<file path="src/rtl/udp_oe_pkg.sv">
// Shared constants, register map and per-channel state layout for the UOE CSR block.
package udp_oe_pkg;

    localparam logic [3:0]  DFH_FEATURE_TYPE = 4'h1;
    localparam logic [7:0]  DFH_VERSION      = 8'h01;
    localparam logic [3:0]  DFH_FEATURE_REV  = 4'h1;
    localparam logic [11:0] DFH_FEATURE_ID   = 12'h0A5;
    localparam logic [63:0] DFH_ID_LO        = 64'hB3A8_0F2C_5D61_40E7;
    localparam logic [63:0] DFH_ID_HI        = 64'h7C1E_9A44_2F0B_4D53;
    localparam logic [63:0] DFH_WORD3        = 64'h18;
    localparam logic [63:0] DFH_WORD4        = 64'h20;

    localparam int unsigned CSR_DFH          = 0;
    localparam int unsigned CSR_ID_LO        = 1;
    localparam int unsigned CSR_ID_HI        = 2;
    localparam int unsigned CSR_W3           = 3;
    localparam int unsigned CSR_W4           = 4;
    localparam int unsigned CSR_SCRATCH      = 5;
    localparam int unsigned CSR_NUM_CHAN     = 6;
    localparam int unsigned CSR_FPGA_MAC     = 7;
    localparam int unsigned NUM_NET_REGS     = 9;

    localparam int unsigned CSR_CHAN_INFO    = 0;
    localparam int unsigned CSR_CHAN_RESET   = 1;
    localparam int unsigned CSR_CHAN_STATUS  = 2;
    localparam int unsigned CSR_CHAN_MISC    = 3;
    localparam int unsigned CSR_CHAN_ERR     = 4;
    localparam int unsigned CSR_CHAN_TX_CNT  = 5;
    localparam int unsigned CSR_CHAN_RX_CNT  = 6;

    localparam logic [63:0] REG_RD_BADADDR_DATA = 64'h0BAD_ADD0_0BAD_ADD0;

    // Timer and error fields are sized for the largest legal parameters.
    localparam int unsigned RST_TMR_W = 16;
    typedef logic [RST_TMR_W-1:0] rst_tmr_t;
    localparam rst_tmr_t TMR_ONE = rst_tmr_t'(1);

    typedef struct packed {
        logic [63:0]             misc_ctrl;
        logic [63:0]             err;
        logic [31:0]             tx_cnt;
        logic [31:0]             rx_cnt;
        logic [2:0][RST_TMR_W-1:0] rst_timer;
    } chan_csr_t;

    function automatic logic [63:0] be_merge(input logic [63:0] old_v, input logic [63:0] new_v,
                                             input logic [7:0] be);
        logic [63:0] r;
        r = old_v;
        for (int unsigned i = 0; i < 8; i++) begin
            if (be[i]) r[8*i +: 8] = new_v[8*i +: 8];
        end
        return r;
    endfunction

    function automatic logic [31:0] cnt_next(input logic [31:0] cnt, input logic clr, input logic pulse);
        if (clr) return pulse ? 32'd1 : 32'd0;
        if (pulse && cnt != '1) return cnt + 32'd1;
        return cnt;
    endfunction

    function automatic logic [63:0] dfh_header(input logic [23:0] regsz_bytes);
        return {DFH_FEATURE_TYPE, DFH_VERSION, 11'd0, 1'b1, regsz_bytes, DFH_FEATURE_REV, DFH_FEATURE_ID};
    endfunction

endpackage

</file>
<file path="src/rtl/udp_oe_chan_csr.sv">
// One UOE channel register bank: reset pulse timers, control, sticky errors, packet counters.
module udp_oe_chan_csr
    import udp_oe_pkg::*;
#(
    parameter int CHAN_IDX         = 0,
    parameter int NUM_CHAN         = 2,
    parameter int STRIDE_WORDS     = 16,
    parameter int OFF_W            = 4,
    parameter int RST_PULSE_CYCLES = 16,
    parameter int ERR_W            = 8
) (
    input  logic             clk,
    input  logic             reset,
    input  logic             wr_i,
    input  logic [OFF_W-1:0] off_i,
    input  logic [63:0]      wdata_i,
    input  logic [7:0]       be_i,
    input  logic [31:0]      tx_status_i,
    input  logic [31:0]      rx_status_i,
    input  logic [ERR_W-1:0] err_event_i,
    input  logic             tx_pkt_i,
    input  logic             rx_pkt_i,
    output logic [63:0]      rdata_o,
    output logic             csr_rst_o,
    output logic             rx_rst_o,
    output logic             tx_rst_o,
    output logic [63:0]      misc_ctrl_o
);

    localparam rst_tmr_t    TMR_LOAD = rst_tmr_t'(RST_PULSE_CYCLES);
    localparam logic        EOL      = (CHAN_IDX == NUM_CHAN - 1);
    localparam logic [63:0] INFO     = {47'd0, EOL, 8'(CHAN_IDX), 8'(STRIDE_WORDS)};

    chan_csr_t   st_q, st_d;
    logic [31:0] off32;
    logic [2:0]  rst_lvl;
    logic [63:0] w1c;

    assign off32 = 32'(off_i);

    always_comb begin
        for (int unsigned k = 0; k < 3; k++) begin
            rst_lvl[k] = (st_q.rst_timer[k] != '0);
        end
    end

    assign csr_rst_o   = rst_lvl[0];
    assign rx_rst_o    = rst_lvl[1];
    assign tx_rst_o    = rst_lvl[2];
    assign misc_ctrl_o = st_q.misc_ctrl;

    always_comb begin
        st_d = st_q;
        for (int unsigned k = 0; k < 3; k++) begin
            if (rst_lvl[k]) st_d.rst_timer[k] = st_q.rst_timer[k] - TMR_ONE;
            if (wr_i && off32 == CSR_CHAN_RESET && wdata_i[k]) st_d.rst_timer[k] = TMR_LOAD;
        end
        if (wr_i && off32 == CSR_CHAN_MISC) st_d.misc_ctrl = be_merge(st_q.misc_ctrl, wdata_i, be_i);
        // Event OR'd after the clear so a same-cycle set wins.
        w1c       = (wr_i && off32 == CSR_CHAN_ERR) ? wdata_i : '0;
        st_d.err  = (st_q.err & ~w1c) | 64'(err_event_i);
        st_d.tx_cnt = cnt_next(st_q.tx_cnt, wr_i && off32 == CSR_CHAN_TX_CNT, tx_pkt_i);
        st_d.rx_cnt = cnt_next(st_q.rx_cnt, wr_i && off32 == CSR_CHAN_RX_CNT, rx_pkt_i);
    end

    always_ff @(posedge clk or posedge reset) begin
        if (reset) st_q <= '0;
        else       st_q <= st_d;
    end

    always_comb begin
        rdata_o = REG_RD_BADADDR_DATA;
        case (off32)
            CSR_CHAN_INFO:   rdata_o = INFO;
            CSR_CHAN_RESET:  rdata_o = {61'd0, rst_lvl[2], rst_lvl[1], rst_lvl[0]};
            CSR_CHAN_STATUS: rdata_o = {tx_status_i, rx_status_i};
            CSR_CHAN_MISC:   rdata_o = st_q.misc_ctrl;
            CSR_CHAN_ERR:    rdata_o = st_q.err;
            CSR_CHAN_TX_CNT: rdata_o = {32'd0, st_q.tx_cnt};
            CSR_CHAN_RX_CNT: rdata_o = {32'd0, st_q.rx_cnt};
            default:         rdata_o = REG_RD_BADADDR_DATA;
        endcase
    end

endmodule

</file>
<file path="src/rtl/udp_oe_csr_mchan.sv">
// UOE CSR top: common network registers plus NUM_CHAN channel banks behind one AVMM slave.
module udp_oe_csr_mchan
    import udp_oe_pkg::*;
#(
    parameter int NUM_CHAN          = 2,
    parameter int CHAN_BASE_WORD    = 'h20,
    parameter int CHAN_STRIDE_WORDS = 'h10,
    parameter int ADDR_W            = 13,
    parameter int RST_PULSE_CYCLES  = 16,
    parameter int ERR_W             = 8
) (
    input  logic                    clk,
    input  logic                    reset,
    input  logic [ADDR_W-1:0]       avmm_address,
    input  logic                    avmm_read,
    input  logic                    avmm_write,
    input  logic [63:0]             avmm_writedata,
    input  logic [7:0]              avmm_byteenable,
    output logic                    avmm_waitrequest,
    output logic [63:0]             avmm_readdata,
    output logic                    avmm_readdatavalid,
    output logic [47:0]             fpga_mac_adr,
    output logic [47:0]             host_mac_adr,
    output logic [31:0]             fpga_ip_adr,
    output logic [31:0]             host_ip_adr,
    output logic [31:0]             fpga_netmask,
    output logic [15:0]             fpga_udp_port,
    output logic [15:0]             host_udp_port,
    output logic [15:0]             payload_per_packet,
    output logic [15:0]             checksum_ip,
    output logic [NUM_CHAN-1:0]     chan_csr_rst,
    output logic [NUM_CHAN-1:0]     chan_tx_rst,
    output logic [NUM_CHAN-1:0]     chan_rx_rst,
    output logic [NUM_CHAN*64-1:0]  chan_misc_ctrl,
    input  logic [NUM_CHAN*32-1:0]  chan_tx_status,
    input  logic [NUM_CHAN*32-1:0]  chan_rx_status,
    input  logic [NUM_CHAN*ERR_W-1:0] chan_err_event,
    input  logic [NUM_CHAN-1:0]     chan_tx_pkt,
    input  logic [NUM_CHAN-1:0]     chan_rx_pkt
);

    localparam int          OFF_W = $clog2(CHAN_STRIDE_WORDS);
    localparam logic [23:0] REGSZ = 24'((CHAN_BASE_WORD + NUM_CHAN * CHAN_STRIDE_WORDS) * 8);

    logic [31:0]        word32, rel32, chan_sel;
    logic [OFF_W-1:0]   chan_off;
    logic               chan_hit;
    logic               addr_lsb_unused;
    logic [NUM_CHAN-1:0] chan_wr;
    logic [63:0]        chan_rdata [NUM_CHAN];
    logic [63:0]        scratch_q, scratch_d;
    logic [63:0]        net_q [NUM_NET_REGS];
    logic [63:0]        net_d [NUM_NET_REGS];
    logic [63:0]        rdata_q, rdata_d;
    logic               rvalid_q;

    function automatic logic [63:0] net_mask(input int unsigned idx);
        if (idx < 2) return 64'h0000_FFFF_FFFF_FFFF;
        if (idx < 5) return 64'h0000_0000_FFFF_FFFF;
        return 64'h0000_0000_0000_FFFF;
    endfunction

    assign addr_lsb_unused = ^avmm_address[2:0];
    assign word32   = 32'(avmm_address[ADDR_W-1:3]);
    assign rel32    = word32 - 32'(CHAN_BASE_WORD);
    assign chan_hit = (word32 >= 32'(CHAN_BASE_WORD)) &&
                      (rel32 < 32'(NUM_CHAN * CHAN_STRIDE_WORDS));
    assign chan_sel = rel32 / 32'(CHAN_STRIDE_WORDS);
    assign chan_off = OFF_W'(rel32 % 32'(CHAN_STRIDE_WORDS));

    for (genvar c = 0; c < NUM_CHAN; c++) begin : g_chan
        assign chan_wr[c] = avmm_write && chan_hit && (chan_sel == 32'(c));

        udp_oe_chan_csr #(
            .CHAN_IDX         (c),
            .NUM_CHAN         (NUM_CHAN),
            .STRIDE_WORDS     (CHAN_STRIDE_WORDS),
            .OFF_W            (OFF_W),
            .RST_PULSE_CYCLES (RST_PULSE_CYCLES),
            .ERR_W            (ERR_W)
        ) u_chan (
            .clk         (clk),
            .reset       (reset),
            .wr_i        (chan_wr[c]),
            .off_i       (chan_off),
            .wdata_i     (avmm_writedata),
            .be_i        (avmm_byteenable),
            .tx_status_i (chan_tx_status[c*32 +: 32]),
            .rx_status_i (chan_rx_status[c*32 +: 32]),
            .err_event_i (chan_err_event[c*ERR_W +: ERR_W]),
            .tx_pkt_i    (chan_tx_pkt[c]),
            .rx_pkt_i    (chan_rx_pkt[c]),
            .rdata_o     (chan_rdata[c]),
            .csr_rst_o   (chan_csr_rst[c]),
            .rx_rst_o    (chan_rx_rst[c]),
            .tx_rst_o    (chan_tx_rst[c]),
            .misc_ctrl_o (chan_misc_ctrl[c*64 +: 64])
        );
    end

    always_comb begin
        scratch_d = scratch_q;
        net_d     = net_q;
        if (avmm_write && !chan_hit) begin
            if (word32 == CSR_SCRATCH) scratch_d = be_merge(scratch_q, avmm_writedata, avmm_byteenable);
            for (int unsigned i = 0; i < NUM_NET_REGS; i++) begin
                if (word32 == CSR_FPGA_MAC + i)
                    net_d[i] = be_merge(net_q[i], avmm_writedata, avmm_byteenable) & net_mask(i);
            end
        end
    end

    // Read mux sees only current register state, so a same-cycle write is not visible.
    always_comb begin
        rdata_d = REG_RD_BADADDR_DATA;
        if (chan_hit) begin
            for (int unsigned c = 0; c < NUM_CHAN; c++) begin
                if (chan_sel == c) rdata_d = chan_rdata[c];
            end
        end else begin
            case (word32)
                CSR_DFH:      rdata_d = dfh_header(REGSZ);
                CSR_ID_LO:    rdata_d = DFH_ID_LO;
                CSR_ID_HI:    rdata_d = DFH_ID_HI;
                CSR_W3:       rdata_d = DFH_WORD3;
                CSR_W4:       rdata_d = DFH_WORD4;
                CSR_SCRATCH:  rdata_d = scratch_q;
                CSR_NUM_CHAN: rdata_d = 64'(NUM_CHAN);
                default: begin
                    for (int unsigned i = 0; i < NUM_NET_REGS; i++) begin
                        if (word32 == CSR_FPGA_MAC + i) rdata_d = net_q[i];
                    end
                end
            endcase
        end
    end

    always_ff @(posedge clk or posedge reset) begin
        if (reset) begin
            rvalid_q  <= 1'b0;
            rdata_q   <= '0;
            scratch_q <= '0;
            for (int unsigned i = 0; i < NUM_NET_REGS; i++) net_q[i] <= '0;
        end else begin
            rvalid_q  <= avmm_read;
            if (avmm_read) rdata_q <= rdata_d;
            scratch_q <= scratch_d;
            for (int unsigned i = 0; i < NUM_NET_REGS; i++) net_q[i] <= net_d[i];
        end
    end

    assign avmm_waitrequest   = 1'b0;
    assign avmm_readdata      = rdata_q;
    assign avmm_readdatavalid = rvalid_q;

    assign fpga_mac_adr       = net_q[0][47:0];
    assign host_mac_adr       = net_q[1][47:0];
    assign fpga_ip_adr        = net_q[2][31:0];
    assign host_ip_adr        = net_q[3][31:0];
    assign fpga_netmask       = net_q[4][31:0];
    assign fpga_udp_port      = net_q[5][15:0];
    assign host_udp_port      = net_q[6][15:0];
    assign payload_per_packet = net_q[7][15:0];
    assign checksum_ip        = net_q[8][15:0];

endmodule

</file>
<file path="config.mk">
export PLATFORM = sky130hd
export DESIGN_NAME = udp_oe_csr_mchan
export DESIGN_NICKNAME = d
export VERILOG_FILES = /design/src/rtl/udp_oe_pkg.sv /design/src/rtl/udp_oe_chan_csr.sv /design/src/rtl/udp_oe_csr_mchan.sv
export SDC_FILE = /design/constraint.sdc
export NUM_CORES = 2
export LEC_CHECK = 0
export ABC_CLOCK_PERIOD_IN_PS = 37100
export CAP_MARGIN = 0
export CELL_PAD_IN_SITES_DETAIL_PLACEMENT = 0
export CELL_PAD_IN_SITES_GLOBAL_PLACEMENT = 1
export CORE_ASPECT_RATIO = 0.6
export CORE_MARGIN = 3
export CORE_UTILIZATION = 25
export DETAILED_ROUTE_END_ITERATION = 10
export HOLD_SLACK_MARGIN = 0.06
export PLACE_DENSITY = 0.64
export SLEW_MARGIN = 30
export SYNTH_ARGS = -nofsm -noshare
export SYNTH_HDL_FRONTEND = slang
export SYNTH_SLANG_ARGS = --single-unit
</file>
<file path="constraint.sdc">
create_clock -name clk -period 37.1 [get_ports clk]
set_clock_uncertainty 0.05 [all_clocks]
set_input_delay 11.13 -clock clk [delete_from_list [all_inputs] [get_ports clk]]
set_output_delay 11.13 -clock clk [all_outputs]
set_load 0.02 [all_outputs]
</file>
# --- Word-level counts from Yosys, hierarchy flattened ---
# Index checks and enable logic that the tools add are counted.
# Widths: inputs -> output; s select.
classes:
  eq_ne: 26
  add_sub_neg: 11
  bitwise: 11
  mux: 214
  order_cmp: 2
  reduce_logical: 82
op_table:
  columns: ["cell", "count"]
  rows:
  - ["$mux 64", 24]
  - ["$pmux 64 s7", 3]
  - ["$mux 8", 120]
  - ["$mux 32", 21]
  - ["$and 64x64->64", 7]
  - ["$mux 16", 12]
  - ["$add 32x1->32 const B", 4]
  - ["$ne 32x32->1 const B", 4]
  - ["$not 64->64", 2]
  - ["$or 64x8->64", 2]
  - ["$logic_not 32->1", 3]
  - ["$mux 48", 2]
  - ["$reduce_bool 16->1", 6]
  - ["$sub 16x1->16 const B", 6]
  - ["$eq 10x4->1 const B", 8]
  - ["$reduce_and 3->1", 16]
  - ["$reduce_and 2->1", 21]
  - ["$eq 10x3->1 const B", 4]
  - ["$lt 32x6->1 const B", 1]
  - ["$mux 1", 32]
  - ["$eq 28x1->1 const B", 1]
  - ["$logic_and 1x1->1", 25]
  - ["$eq 10x2->1 const B", 2]
  - ["$reduce_bool 2->1", 10]
  - ["7 further kinds", 10]
word_totals:
  output_inout_bits: 456
  ff_bits: 993
  in_bits: 237
  wordCells: 397

# --- Depth between registers and ports, before layout ---
logic_depth:
  word_depth: 14
  ltp_mapped: 10
  ltp_nobuf: 9

# --- Cells and area by module ---
# From an unflattened synthesis, not the netlist that was laid out.
unflattened:
  cells_unflattened: 4086
  hier_area_um2: 44149.8
by_module_without_submodules:
  columns: ["module", "area_each_um2", "cells_each", "seq_area_each_um2", "n_inst"]
  rows:
  - ["udp_oe_csr_mchan", 19052.0, 1587, 9634.2, 1]
  - ["udp_oe_chan_csr (g_chan[1].u_chan)", 12597.1, 1254, 6005.8, 1]
  - ["udp_oe_chan_csr (g_chan[0].u_chan)", 12500.7, 1245, 6005.8, 1]

# --- Worst setup path after synthesis ---
# Ideal clock, no wire load.
synth_timing:
  kind: "input to register"
  start: "in avmm_address[8]"
  end: "reg net_q (netlist bit fpga_ip_adr[10])"
  arrival_ns: 12.987
  path_slack_ns: 23.938
  t_required_ns: 36.925
  setup_ns: 0.125
  cell_stages: 7
  n_path_buf: 0
  path_cell_list: "inv_1 -> ha_1 -> nor4bb_1 -> nand2_1 -> nand3_1 -> nor2_2 -> mux2_2"
synth_via:
  elab_chain_cells: 6
  word_cells_on_any_way: 8
  classes_between: "1 x add/sub; 2 x order compare; 1 x eq/ne; 4 x reduce/logical"
synth_rtl:
  columns: ["element", "line_no", "rtl"]
  rows:
  - ["from (decl)", "udp_oe_csr_mchan.sv:14", "input logic [ADDR_W-1:0] avmm_address,"]
  - ["$sub 10x6->11", "udp_oe_csr_mchan.sv:65", "assign rel32 = word32 - 32'(CHAN_BASE_WORD);"]
  - ["$lt 32x6->1", "udp_oe_csr_mchan.sv:67", "(rel32 < 32'(NUM_CHAN * CHAN_STRIDE_WORDS));"]
  - ["$logic_and 1x1->1", "udp_oe_csr_mchan.sv:66", "assign chan_hit = (word32 >= 32'(CHAN_BASE_WORD)) &&"]
  - ["$logic_not 1->1", "udp_oe_csr_mchan.sv:104", "if (avmm_write && !chan_hit) begin"]
  - ["$logic_and 1x1->1", "udp_oe_csr_mchan.sv:104", null]
  - ["$reduce_and 2->1 (no line) (*)", null, null]
  - ["to (decl)", "udp_oe_csr_mchan.sv:52", "logic [63:0] net_q [NUM_NET_REGS];"]
# Mark *: on every way between the ends. The rest lies on a longest branch, timed or not.
# A chain may end at the register's enable or synchronous reset.

# --- Final worst setup path ---
layout_timing:
  start: "in avmm_address[9]"
  end: "reg g_chan[0].u_chan.st_q (netlist bit g_chan[0].u_chan.misc_ctrl_o[43])"
layout_via:
  elab_chain_cells: 7
  word_cells_on_any_way: 9
  classes_between: "1 x add/sub; 2 x order compare; 6 x reduce/logical"
layout_rtl:
  columns: ["element", "line_no", "rtl"]
  rows:
  - ["$sub 10x6->11", "udp_oe_csr_mchan.sv:65", null]
  - ["$lt 32x6->1", "udp_oe_csr_mchan.sv:67", null]
  - ["$logic_and 1x1->1", "udp_oe_csr_mchan.sv:66", null]
  - ["$logic_and 1x1->1", "udp_oe_csr_mchan.sv:72", "assign chan_wr[c] = avmm_write && chan_hit && (chan_sel == 32'(c));"]
  - ["$logic_and 1x1->1 (*)", "udp_oe_csr_mchan.sv:72", null]
  - ["$logic_and 1x1->1 (*)", "udp_oe_chan_csr.sv:58", "if (wr_i && off32 == CSR_CHAN_MISC) st_d.misc_ctrl = be_merge(st_q.misc_ctrl, wdata_i, be_i);"]
  - ["$reduce_and 2->1 (no line) (*)", null, null]
  - ["to (signal assigned)", "udp_oe_chan_csr.sv:68", "else st_q <= st_d;"]
  - ["to (decl)", "udp_oe_chan_csr.sv:34", "chan_csr_t st_q, st_d;"]
# Marked as above.

==> out/metrics.yaml <==
die:
  die_x_um: 544.6
  rows: 117
  ios: 693
  core_area_mm2: 0.1713
  start_util_pct: 25.40
  chipHeight_um: 329.1
  die-area_mm2: 0.1792
sta:
  slew_viol_final: 0
  rsz0062_at_grt: "false"
  setup_viol: 0
  fmax_ghz: 0.06666
  tightest_slew_ns: 1.121
  setup_tns_ns: 0
  hold_viol: 0
  post-route-period-util_pct: 40.44
  min_period_ns: 15.00
  slew_headroom_pct: 25.04
critical_path:
  worstSetupEndpointType: "register"
  cp_max_fo: 8
  path_class: "primary input to register"
  cp.arrival_ns: 15.54
  start_kind: "primary input"
  crit_slowest_cell: "clkdlybuf4s50_1"
  worstPathRequired_ns: 37.64
  cpPeakStageDelay_ns: 0.78
  path_cells: "clkdlybuf4s50_1 > inv_1 > ha_1 > nand4bb_1 > nor2_1 > and3_1 > and2_1 > nand2_1 > mux2_2"
clock_tree:
  cts_resized: 0
  cts_tree: "yes"
  hold_buffers: 0
  post-cts-setup-buffers: 0
  clk_pin_slew_worst_paths_ns: 0.06
  clk_latency_ns: 0.73
  ctsHtreeMaxLevel: 3
  clock-sinks: 865
  cts.path.max_buffers: 3
  root_buffer: "clkbuf_16"
  numCtsBuffers: 96
yosys:
  syn_area_per_cell_um2: 10.75
  synth_cell_types: 94
  synth_top_area_cell: "dfrtp_1"
  synth.most_common_cell: "dfrtp_1"
  synth_commonest_cells: "dfrtp_1 (865), mux2_2 (473), nor2_1 (339)"
  ys_ff_latch: 865
  ys_warn_count: 0
  synth_area_mm2: 0.04351
  ys_seq_area_share_pct: 49.75
  synth_cells: 4049
  synth.top_cell.area_share_pct: 49.75
  yosys_most_used_dff: "dfrtp_1"
  synth_edf_count: 0
  async_flop_share_pct: 100.0
  synth.area.top_cells: "dfrtp_1 (50%), mux2_2 (12%), nor2_1 (2.9%), a21oi_1 (2.7%), buf_4 (2.3%)"
  syn-num-nets: 4297
finish:
  syn_to_final_growth_pct: 27.04
  layout.nets: 4791
  drive_above_1_share_pct: 18.07
drt:
  drtIter0Drc: 4171
  num_vias: 36900
  vias_per_cell: 5.355
  final_antenna_net_count: 0
  finalWirelength_um: 212700
  routedWlPerCell_um: 30.86
  drc: 0
  drt_pass1_iterations: 7
pwr:
  leakagePower_nw: 22.63
  finalPower_mw: 2.312
  power.density_mw_per_mm2: 41.82
  ir_drop_mv: 0.03495
placed_design:
  dp_hpwl_um: 156100
  portBuffers: 688
  place_congestion: 0.9052
hold_path:
  hp-class: "register to register"
grt:
  track_usage_pct: 23.07
  gr-total-overflow: 0
  grt_max_degree: 155
  grt_pass1_wl_um: 294300
  grt_pass1_vias: 35920
  antenna_found_initial: 33
status:
  status: "finished clean"
run:
  drv_cap: 0
flip-flops by register name, indices dropped and copies added, names as in the netlist:
signal and flops:
fpga_ip_adr 32, host_mac_adr 48, host_ip_adr 32, host_udp_port 16
fpga_udp_port 16, payload_per_packet 16, fpga_mac_adr 48, avmm_readdatavalid 1
avmm_readdata 64, g_chan.u_chan.st_q 352, scratch_q 64, g_chan.u_chan.misc_ctrl_o 128
fpga_netmask 32, checksum_ip 16
cell usage in the layout (no fill, tap or decap), drive strengths merged, types with 38 or more instances in the layout:
cell type / Yosys / routed
dfrtp: 865 / 865
clkdlybuf4s50: 0 / 675
mux2: 480 / 480
nor2: 375 / 375
a21oi: 238 / 238
nand2: 226 / 226
o21ai: 144 / 144
clkbuf: 157 / 135
a21boi: 115 / 115
buf: 225 / 103
xnor2: 102 / 102
nand3: 101 / 101
nor3: 97 / 97
a22oi: 81 / 81
mux2i: 69 / 69
xor2: 54 / 54
inv: 46 / 51
nand4: 46 / 46
or3: 45 / 45
nor4: 41 / 41
a221oi: 40 / 40
a222oi: 38 / 38
cells by family (layout without fill, tap and decap cells):
kind of cell,Yosys count,in the layout,synth area share [%]
AOI/OAI and AO/OA,946,946,14.88
xor gates and xnor gates,156,156,3.140
adders and majority gates,11,11,0.3163
buffers and inverters,428,999,5.024
DFF,865,865,49.75
muxes,551,551,14.11
other,1,11,0.008619
and+or+nand+nor,1091,1091,12.77
final timing paths:
check	startpoint	endpoint	slack (ns)	cells after the start
max reg2reg	g_chan[0].u_chan.st_q[48]$_DFFE_PP0P_	g_chan[0].u_chan.st_q[52]$_DFFE_PP0P_	34.26	7
min in group asynchronous	reset	fpga_ip_adr[6]$_DFFE_PP0P_	10.86	2
max	avmm_address[9]	g_chan[0].u_chan.misc_ctrl_o[43]$_DFFE_PP0P_	22.10	9
min reg2reg	g_chan[0].u_chan.st_q[114]$_DFF_PP0_	g_chan[0].u_chan.st_q[114]$_DFF_PP0_	0.43	1
max in group asynchronous	reset	g_chan[0].u_chan.misc_ctrl_o[57]$_DFFE_PP0P_	23.01	7
min	g_chan[0].u_chan.st_q[114]$_DFF_PP0_	g_chan[0].u_chan.st_q[114]$_DFF_PP0_	0.43	1
cell type report:
| type | instances | area (um^2) |
|---|---|---|
| flip-flops and latches | 865 | 21650 |
| repair buffers | 778 | 7591 |
| multi-input cells | 2756 | 19840 |
| clock inverters | 40 | 505.5 |
| well taps | 2261 | 2829 |
| clock buffers | 135 | 2649 |
| diodes | 10 | 25.02 |
| fillers | 17530 | 116000 |
| inverters | 46 | 185.2 |
through the flow:
step	util (%)	hold WS, ns	setup slack [ns]	cell area [um^2]	instances
6_report	32.27	0.4299	22.10	55270	6891
5_1_grt	32.26	0.4442	21.90	55260	6884
4_1_cts	32.22	0.4302	21.92	55190	6879
3_5_place_dp	30.38	0.4168	21.15	52030	6704
3_3_place_gp	30.37	0.4095	21.20	52010	6704
2_1_floorplan	-	0.3980	1.612	43510	4049
metal layers:
layer	vias to the layer above	routed length, um	GRT usage (%)	share of wire, %
met5	-	47	0	0.022
met4	6	5447	5.430	2.6
met3	261	19050	6.082	9.0
met2	1701	90010	33.45	42
met1	19180	98140	33.90	46
li1	15750	-	-	-
power by group:
group / switching (mW) / internal [mW] / leakage [nW] / total [mW]
combinational: 0.169 / 0.0983 / 9.72 / 0.267
clock: 0.439 / 0.564 / 1.54 / 1.00
sequential: 0.0575 / 0.985 / 11.4 / 1.04
total: 0.665 / 1.65 / 22.6 / 2.31
critical path: cells and delay by family:
family,cells,cell delay [ns]
buffers and inverters,2,0.88
multiplexers,1,0.48
adder cells (fa/ha/maj),1,0.32
AND/OR/NAND/NOR,5,2.71
Note: power is estimated with default switching activity, not from simulation.
